==> src/rtl/fbcpu_pkg.sv <==
// fbcpu shared definitions: RAM geometry defaults,
// arbiter state encoding and requester port indices.
package fbcpu_pkg;

    localparam int ADDR_W_DEF = 6;
    localparam int DATA_W_DEF = 10;

    localparam logic PORT_CPU  = 1'b0;
    localparam logic PORT_HOST = 1'b1;

    typedef enum logic [1:0] {
        ARB_IDLE = 2'd0,
        ARB_CMD  = 2'd1,
        ARB_RESP = 2'd2
    } arb_state_t;

endpackage

==> src/rtl/arb_rr2.sv <==
// Two-way round-robin picker with host lock override.
// Purely combinational; the caller owns the last-granted pointer.
module arb_rr2
    import fbcpu_pkg::*;
(
    input  logic c_req,
    input  logic h_req,
    input  logic lock,
    input  logic last,
    output logic valid,
    output logic pick
);

    always_comb begin
        valid = c_req | h_req;
        pick  = PORT_CPU;
        if (h_req && lock) begin
            pick = PORT_HOST;
        end else if (h_req && c_req) begin
            // Tie goes to whoever was not served last.
            pick = (last == PORT_CPU) ? PORT_HOST : PORT_CPU;
        end else if (h_req) begin
            pick = PORT_HOST;
        end
    end

endmodule

==> src/rtl/ram_arbiter.sv <==
// CPU/host arbiter for a single-port synchronous RAM.
// One command every three cycles: IDLE samples, CMD issues, RESP returns.
module ram_arbiter
    import fbcpu_pkg::*;
#(
    parameter int ADDR_W = ADDR_W_DEF,
    parameter int DATA_W = DATA_W_DEF
) (
    input  logic              clk,
    input  logic              rst,
    input  logic              c_req,
    input  logic              c_we,
    input  logic [ADDR_W-1:0] c_addr,
    input  logic [DATA_W-1:0] c_wdata,
    output logic              c_gnt,
    output logic              c_rvalid,
    input  logic              h_req,
    input  logic              h_we,
    input  logic [ADDR_W-1:0] h_addr,
    input  logic [DATA_W-1:0] h_wdata,
    input  logic              h_lock,
    output logic              h_gnt,
    output logic              h_rvalid,
    output logic [DATA_W-1:0] rdata,
    output logic              ram_we,
    output logic [ADDR_W-1:0] ram_addr,
    output logic [DATA_W-1:0] ram_wdata,
    input  logic [DATA_W-1:0] ram_rdata
);

    arb_state_t state;
    arb_state_t state_next;
    logic       owner;
    logic       last;
    logic       is_read;
    logic       pick_valid;
    logic       pick;
    logic       sel_we;

    arb_rr2 u_pick (
        .c_req (c_req),
        .h_req (h_req),
        .lock  (h_lock),
        .last  (last),
        .valid (pick_valid),
        .pick  (pick)
    );

    assign sel_we = (pick == PORT_HOST) ? h_we : c_we;

    always_ff @(posedge clk) begin
        if (rst) begin
            state <= ARB_IDLE;
        end else begin
            state <= state_next;
        end
    end

    always_ff @(posedge clk) begin
        if (rst) begin
            owner     <= PORT_CPU;
            last      <= PORT_CPU;
            is_read   <= 1'b0;
            ram_we    <= 1'b0;
            ram_addr  <= '0;
            ram_wdata <= '0;
        end else if (state == ARB_IDLE && pick_valid) begin
            owner   <= pick;
            last    <= pick;
            is_read <= ~sel_we;
            ram_we  <= sel_we;
            if (pick == PORT_HOST) begin
                ram_addr  <= h_addr;
                ram_wdata <= h_wdata;
            end else begin
                ram_addr  <= c_addr;
                ram_wdata <= c_wdata;
            end
        end else if (state == ARB_CMD) begin
            // Address and data hold; only the strobe drops.
            ram_we <= 1'b0;
        end
    end

    always_comb begin
        state_next = state;
        c_gnt      = 1'b0;
        h_gnt      = 1'b0;
        c_rvalid   = 1'b0;
        h_rvalid   = 1'b0;
        rdata      = '0;
        unique case (state)
            ARB_IDLE: begin
                if (pick_valid) begin
                    state_next = ARB_CMD;
                end
            end
            ARB_CMD: begin
                state_next = ARB_RESP;
                c_gnt      = (owner == PORT_CPU);
                h_gnt      = (owner == PORT_HOST);
            end
            ARB_RESP: begin
                state_next = ARB_IDLE;
                if (is_read) begin
                    rdata    = ram_rdata;
                    c_rvalid = (owner == PORT_CPU);
                    h_rvalid = (owner == PORT_HOST);
                end
            end
            default: begin
                state_next = ARB_IDLE;
            end
        endcase
    end

endmodule

==> config.mk <==
export PLATFORM = sky130hd
export DESIGN_NAME = ram_arbiter
export DESIGN_NICKNAME = d
export VERILOG_FILES = /design/src/rtl/fbcpu_pkg.sv /design/src/rtl/arb_rr2.sv /design/src/rtl/ram_arbiter.sv
export SDC_FILE = /design/constraint.sdc
export NUM_CORES = 1
export LEC_CHECK = 0
export CORE_MARGIN = 5
export CORE_UTILIZATION = 31
export DETAILED_ROUTE_END_ITERATION = 8
export GPL_ROUTABILITY_DRIVEN = 0
export GPL_TIMING_DRIVEN = 0
export PLACE_DENSITY = 0.88
export RECOVER_POWER = 50
export REMOVE_ABC_BUFFERS = 1
export SLEW_MARGIN = 20
export SYNTH_ARGS = -nofsm -noshare
export SYNTH_HDL_FRONTEND = slang
export SYNTH_HIERARCHICAL = 1
export SYNTH_SLANG_ARGS = --single-unit
==> constraint.sdc <==
create_clock -name clk -period 1.3 [get_ports clk]
set_clock_uncertainty 0.1 [all_clocks]
set_input_delay 0.26 -clock clk [delete_from_list [all_inputs] [get_ports clk]]
set_output_delay 0.26 -clock clk [all_outputs]
set_load 0.01 [all_outputs]
# Word-level counts from Yosys, hierarchy flattened
# Index checks and enable logic that the tools add are counted.
[word_totals]
ff_bits = 21
inputBits = 49
out_inout_bits = 31
wordCells = 36
[op_classes]
n_eq_ne = 3
mux = 19
bitwise = 3
reduce_logical = 5
[ops]
columns = ["operator", "n"]
rows = [
  ["10-bit two-way mux", 3],
  ["1-bit two-way mux", 13],
  ["6-bit two-way mux", 1],
  ["2-bit case mux with 2 select lines", 1],
  ["1-bit logical AND", 3],
  ["2-bit by 1-bit equality test with 1-bit output (second input constant)", 1],
  ["2-bit equality test (second input constant)", 1],
  ["2-bit zero test", 1],
  ["2-bit two-way mux", 1],
  ["2-bit != test (second input constant)", 1],
  ["1-bit NOT", 2],
  ["2-bit nonzero test", 1],
  ["1-bit bitwise OR", 1],
]

# Depth between registers and ports, before layout
[depth]
depth_word = 5
depth_mapped = 6
mapped_depth_nobuf = 5

# By module
# Netlist, hierarchy kept.
[modules_own_cells]
columns = ["module", "n_inst", "cells_per_inst", "area_per_inst_um2", "seq_area_each_um2"]
rows = [
  ["ram_arbiter", 1, 108, 1069.8, 420.4],
  ["arb_rr2", 1, 4, 20.0, 0.0],
]

# Least setup slack after synthesis
# No wires, ideal clock.
[synth_timing]
kind = "flip-flop to flip-flop"
startpoint = "register last"
endpoint = "register ram_wdata[4]"
setup_ns = 0.142
arrival_ns = 1.167
required_ns = 1.058
path_slack_ns = -0.108
stages_incl_launch_ff = 6
n_path_buf = 2
synth_period_minus_slack_ns = 1.408
path_cell_list = "dfxtp_1 > a31oi_1 > buf_4 > buf_4 > mux2i_1 > a211oi_2"
[synth_between]
elab_chain_cells = 4
[synth_lines]
columns = ["item", "line", "source"]
rows = [
  ["from (decl)", "ram_arbiter.sv:34", "logic last;"],
  ["from (signal assigned)", "ram_arbiter.sv:69", "last <= pick;"],
  ["1-bit two-way mux", "arb_rr2.sv:21", "pick = (last == PORT_CPU) ? PORT_HOST : PORT_CPU;"],
  ["1-bit two-way mux", "arb_rr2.sv:19", "end else if (h_req && c_req) begin"],
  ["1-bit two-way mux", "arb_rr2.sv:17", "if (h_req && lock) begin"],
  ["via pick", "ram_arbiter.sv:37", "logic pick;"],
  ["10-bit two-way mux", "ram_arbiter.sv:72", "if (pick == PORT_HOST) begin"],
  ["to (signal assigned)", "ram_arbiter.sv:74", "ram_wdata <= h_wdata;"],
  ["to (signal assigned)", "ram_arbiter.sv:77", "ram_wdata <= c_wdata;"],
  ["to (decl)", "ram_arbiter.sv:27", "output logic [DATA_W-1:0] ram_wdata,"],
]
# The timed path passes the listed nets, and every way through them passes these cells.
# A chain may end at the register's enable or synchronous reset.

# Worst setup path after layout
[layout_timing]
startpoint = "register state[0]"
endpoint = "output port rdata[0]"
[layout_between]
elab_chain_cells = 2
[layout_lines]
columns = ["item", "line", "source"]
rows = [
  ["from (decl)", "ram_arbiter.sv:31", "arb_state_t state;"],
  ["from (signal assigned)", "ram_arbiter.sv:55", "state <= state_next;"],
  ["2-bit equality test", "ram_arbiter.sv:92", "unique case (state)"],
  ["10-bit two-way mux", "ram_arbiter.sv:92", ""],
  ["to (decl)", "ram_arbiter.sv:24", "output logic [DATA_W-1:0] rdata,"],
]
# No other way between the ends.

==> flow_summary.yaml <==
synthesis:
  async_reset_ff_share_pct: 0
  ys_seq_elements: 21
  synth_area_mm2: 0.00109
  syn_area_per_cell_um2: 9.73
  synth_largest_area_cell: "dfxtp_1"
  syn_inst: 112
  synthTopCellsByCount: "dfxtp_1 (21), nor2_1 (18), mux2i_1 (17), a211oi_2 (12), and2_1 (12)"
  synth_area_leaders: "dfxtp_1 (39%), mux2i_1 (16%), a211oi_2 (14%)"
  synth-edff-count: 0
  synth_flop_cell: "dfxtp_1"
  yosysWarnings: 6
  synth_cell_types: 20
  yosysSeqAreaShare_pct: 38.6
  synth_most_common_cell: "dfxtp_1"
  netlist.area_leader.share_pct: 38.6
flow_run:
  max-cap-violations: 0
die:
  fp.coreArea_mm2: 0.00336
  initial_core_util_pct: 32.4
  dieArea_mm2: 0.00480
  io_pins: 80
  std_cell_rows: 21
  die_h_um: 69.3
  die_x_um: 69.3
finish:
  multi_input_area_um2: 812
  seq_area_um2: 439
  areaGrowthSynthToFinish_pct: 115
  post-route-cell-area_mm2: 0.00235
  antennaDiodeCount: 0
  final_core_util_pct: 69.8
  final_nets: 261
  drive_above_1_share_pct: 57.8
  fill_cells: 264
sta:
  achievable-frequency_mhz: 609
  finalMaxSlewViolations: 0
  setup_slack_ps: -342
  worst_pin_slew_ps: 1150
  fin_setup_tns_ps: -6840
  relSlewSlack_pct: 23.6
  fin_crit_sh_pct: 126
  finalHoldViolCount: 0
  rsz0062_at_grt: "yes"
  finalSetupViolCount: 34
  post-route-min-period_ps: 1640
pwr:
  ir_drop_mv: 0.469
  cellPowerDensity_mw_per_mm2: 801
  p_leak_nw: 0.982
detailed_routing:
  drtIter0Drc: 69
  vias_per_cell: 4.77
  wl_per_cell_um: 16.0
  num_vias: 1227
  drt-pass1-iter-count: 4
  detail-route-antenna-nets: 0
  drc_errors: 0
  drt_wl_total_um: 4110
placed_design:
  port_buffers: 79
  placed_cell_area_mm2: 0.00193
  post-dp-hpwl_um: 2500
setup_path:
  critical_path_buf_inv_count: 2
  critPathKind: "reg -> out"
  slowest_stage: "dfxtp_4"
  worstPathCellList: "and3b_2, buf_6, and2_4, buf_6"
  max_stage_delay_ps: 370
  startpoint_type: "register"
  cp.arrival_ps: 1280
  crit_family: "flip-flops"
  critPathMostFrequentCell: "buf_6"
  cp_max_fo: 5
  required_ps: 940
  cp-end-kind: "output port"
grt:
  grt-ovfl-total: 0
  grt_max_degree: 22
  grt_pass1_wl_um: 6070
  grtUsageTotal_pct: 15.3
  antenna_found_initial: 0
  grt_pass1_vias: 1244
clock_network:
  hold_buffers: 0
  clk_path_buf_depth: 2
  cts_buffers: 3
  clock-sinks: 21
  cts_tree: "built"
  h-tree-depth: 1
  clk_latency_ps: 290
  clkTransAtPathRegs_ps: 110
  cts_root_buf: "clkbuf_4"
min_path:
  min_path_type: "reg -> reg"
run_status:
  status: "complete, but fails checks"
  violations: "setup timing"
routing by layer:
metal / vias up / global-route usage, % / wire, µm
met2: 59 / 26.8 / 2040
met3: 2 / 5.80 / 365
met1: 575 / 17.5 / 1700
met5: - / 0 / 0
li1: 591 / - / -
met4: 0 / 3.25 / 10
where the power goes:
group	leakage, nW	switching (mW)	internal, mW
Clock	0.0177	0.203	0.115
Sequential	0.178	0.0557	0.719
Combinational	0.787	0.339	0.449
flip-flops by register name, indices dropped and copies added, names as in the netlist:
signal and flops:
is_read 1, last 1, ram_addr 6, ram_wdata 10
ram_we 1, state 2
cell type report:
type,count,share of cell area (%)
flip-flops and latches,21,18.7
multi-input cells,81,34.6
well taps,46,2.45
clock buffers,3,0.960
repair buffers,102,42.6
inverters,3,0.480
clock inverters,1,0.213
final timing paths:
| check | slack [ps] | depth (start not counted) | endpoint | from |
|---|---|---|---|---|
| setup reg to reg | -190 | 7 | ram_wdata[0] | state[1] |
| hold / removal | 400 | 2 | ram_we | ram_we |
| setup / recovery | -340 | 4 | rdata[0] | state[0] |
| hold reg to reg | 400 | 2 | ram_we | ram_we |
worst register-to-register path, stage by stage (launching register included):
cell and delay, ps:
dfxtp_4 380, buf_6 110, buf_6 100, nor3b_4 190, buf_6 170, buf_12 150
nor2_4 40, a211oi_2 160
what timing repair did:
| action | CTS | global route |
|---|---|---|
| endpoints found under the setup margin | 52 | 50 |
| hold endpoints to repair | 0 | 0 |
| pin swaps | 23 | 16 |
| setup buffers | 13 | 6 |
| cloned | 4 | 0 |
| gates resized for setup | 130 | 78 |
per-stage QoR:
stage          worst slack, ps  hold WS, ps  std cells  power [mW]
2_1_floorplan            -1140          225        104        1.02
3_3_place_gp             -2220          344        229        1.34
3_5_place_dp              -812          360        232        1.37
4_1_cts                   -331          395        253        1.77
5_1_grt                   -397          419        257        1.99
6_report                  -342          401        257        1.88
logic make-up after synthesis:
| group | after synthesis | share of synthesized area, % |
|---|---|---|
| buffers and inverters | 11 | 6.20 |
| and+or+nand+nor | 43 | 21.1 |
| muxes | 17 | 15.6 |
| DFF | 21 | 38.6 |
| AOI/OAI and AO/OA | 20 | 18.5 |
cell usage in the layout, fill, tap and decap left out, types with 2 or more instances in the layout:
master and count:
buf_4 6, clkdlybuf4s15_1 5, dfxtp_1 12, nor2_4 8, nor2_1 5, clkdlybuf4s50_1 44
buf_6 25, buf_8 2, mux2i_4 2, nand2_1 2, inv_2 2, and2_4 11
mux2i_1 13, clkbuf_2 11, a211oi_2 16, nand2_2 2, nor2_2 7, a21oi_2 3
buf_2 2, clkbuf_4 3, nand2b_4 2, dlygate4sd2_1 4, buf_12 2, and3b_2 2
dfxtp_2 6, mux2i_2 2, dfxtp_4 3
Power figures use the tool's default switching activity.
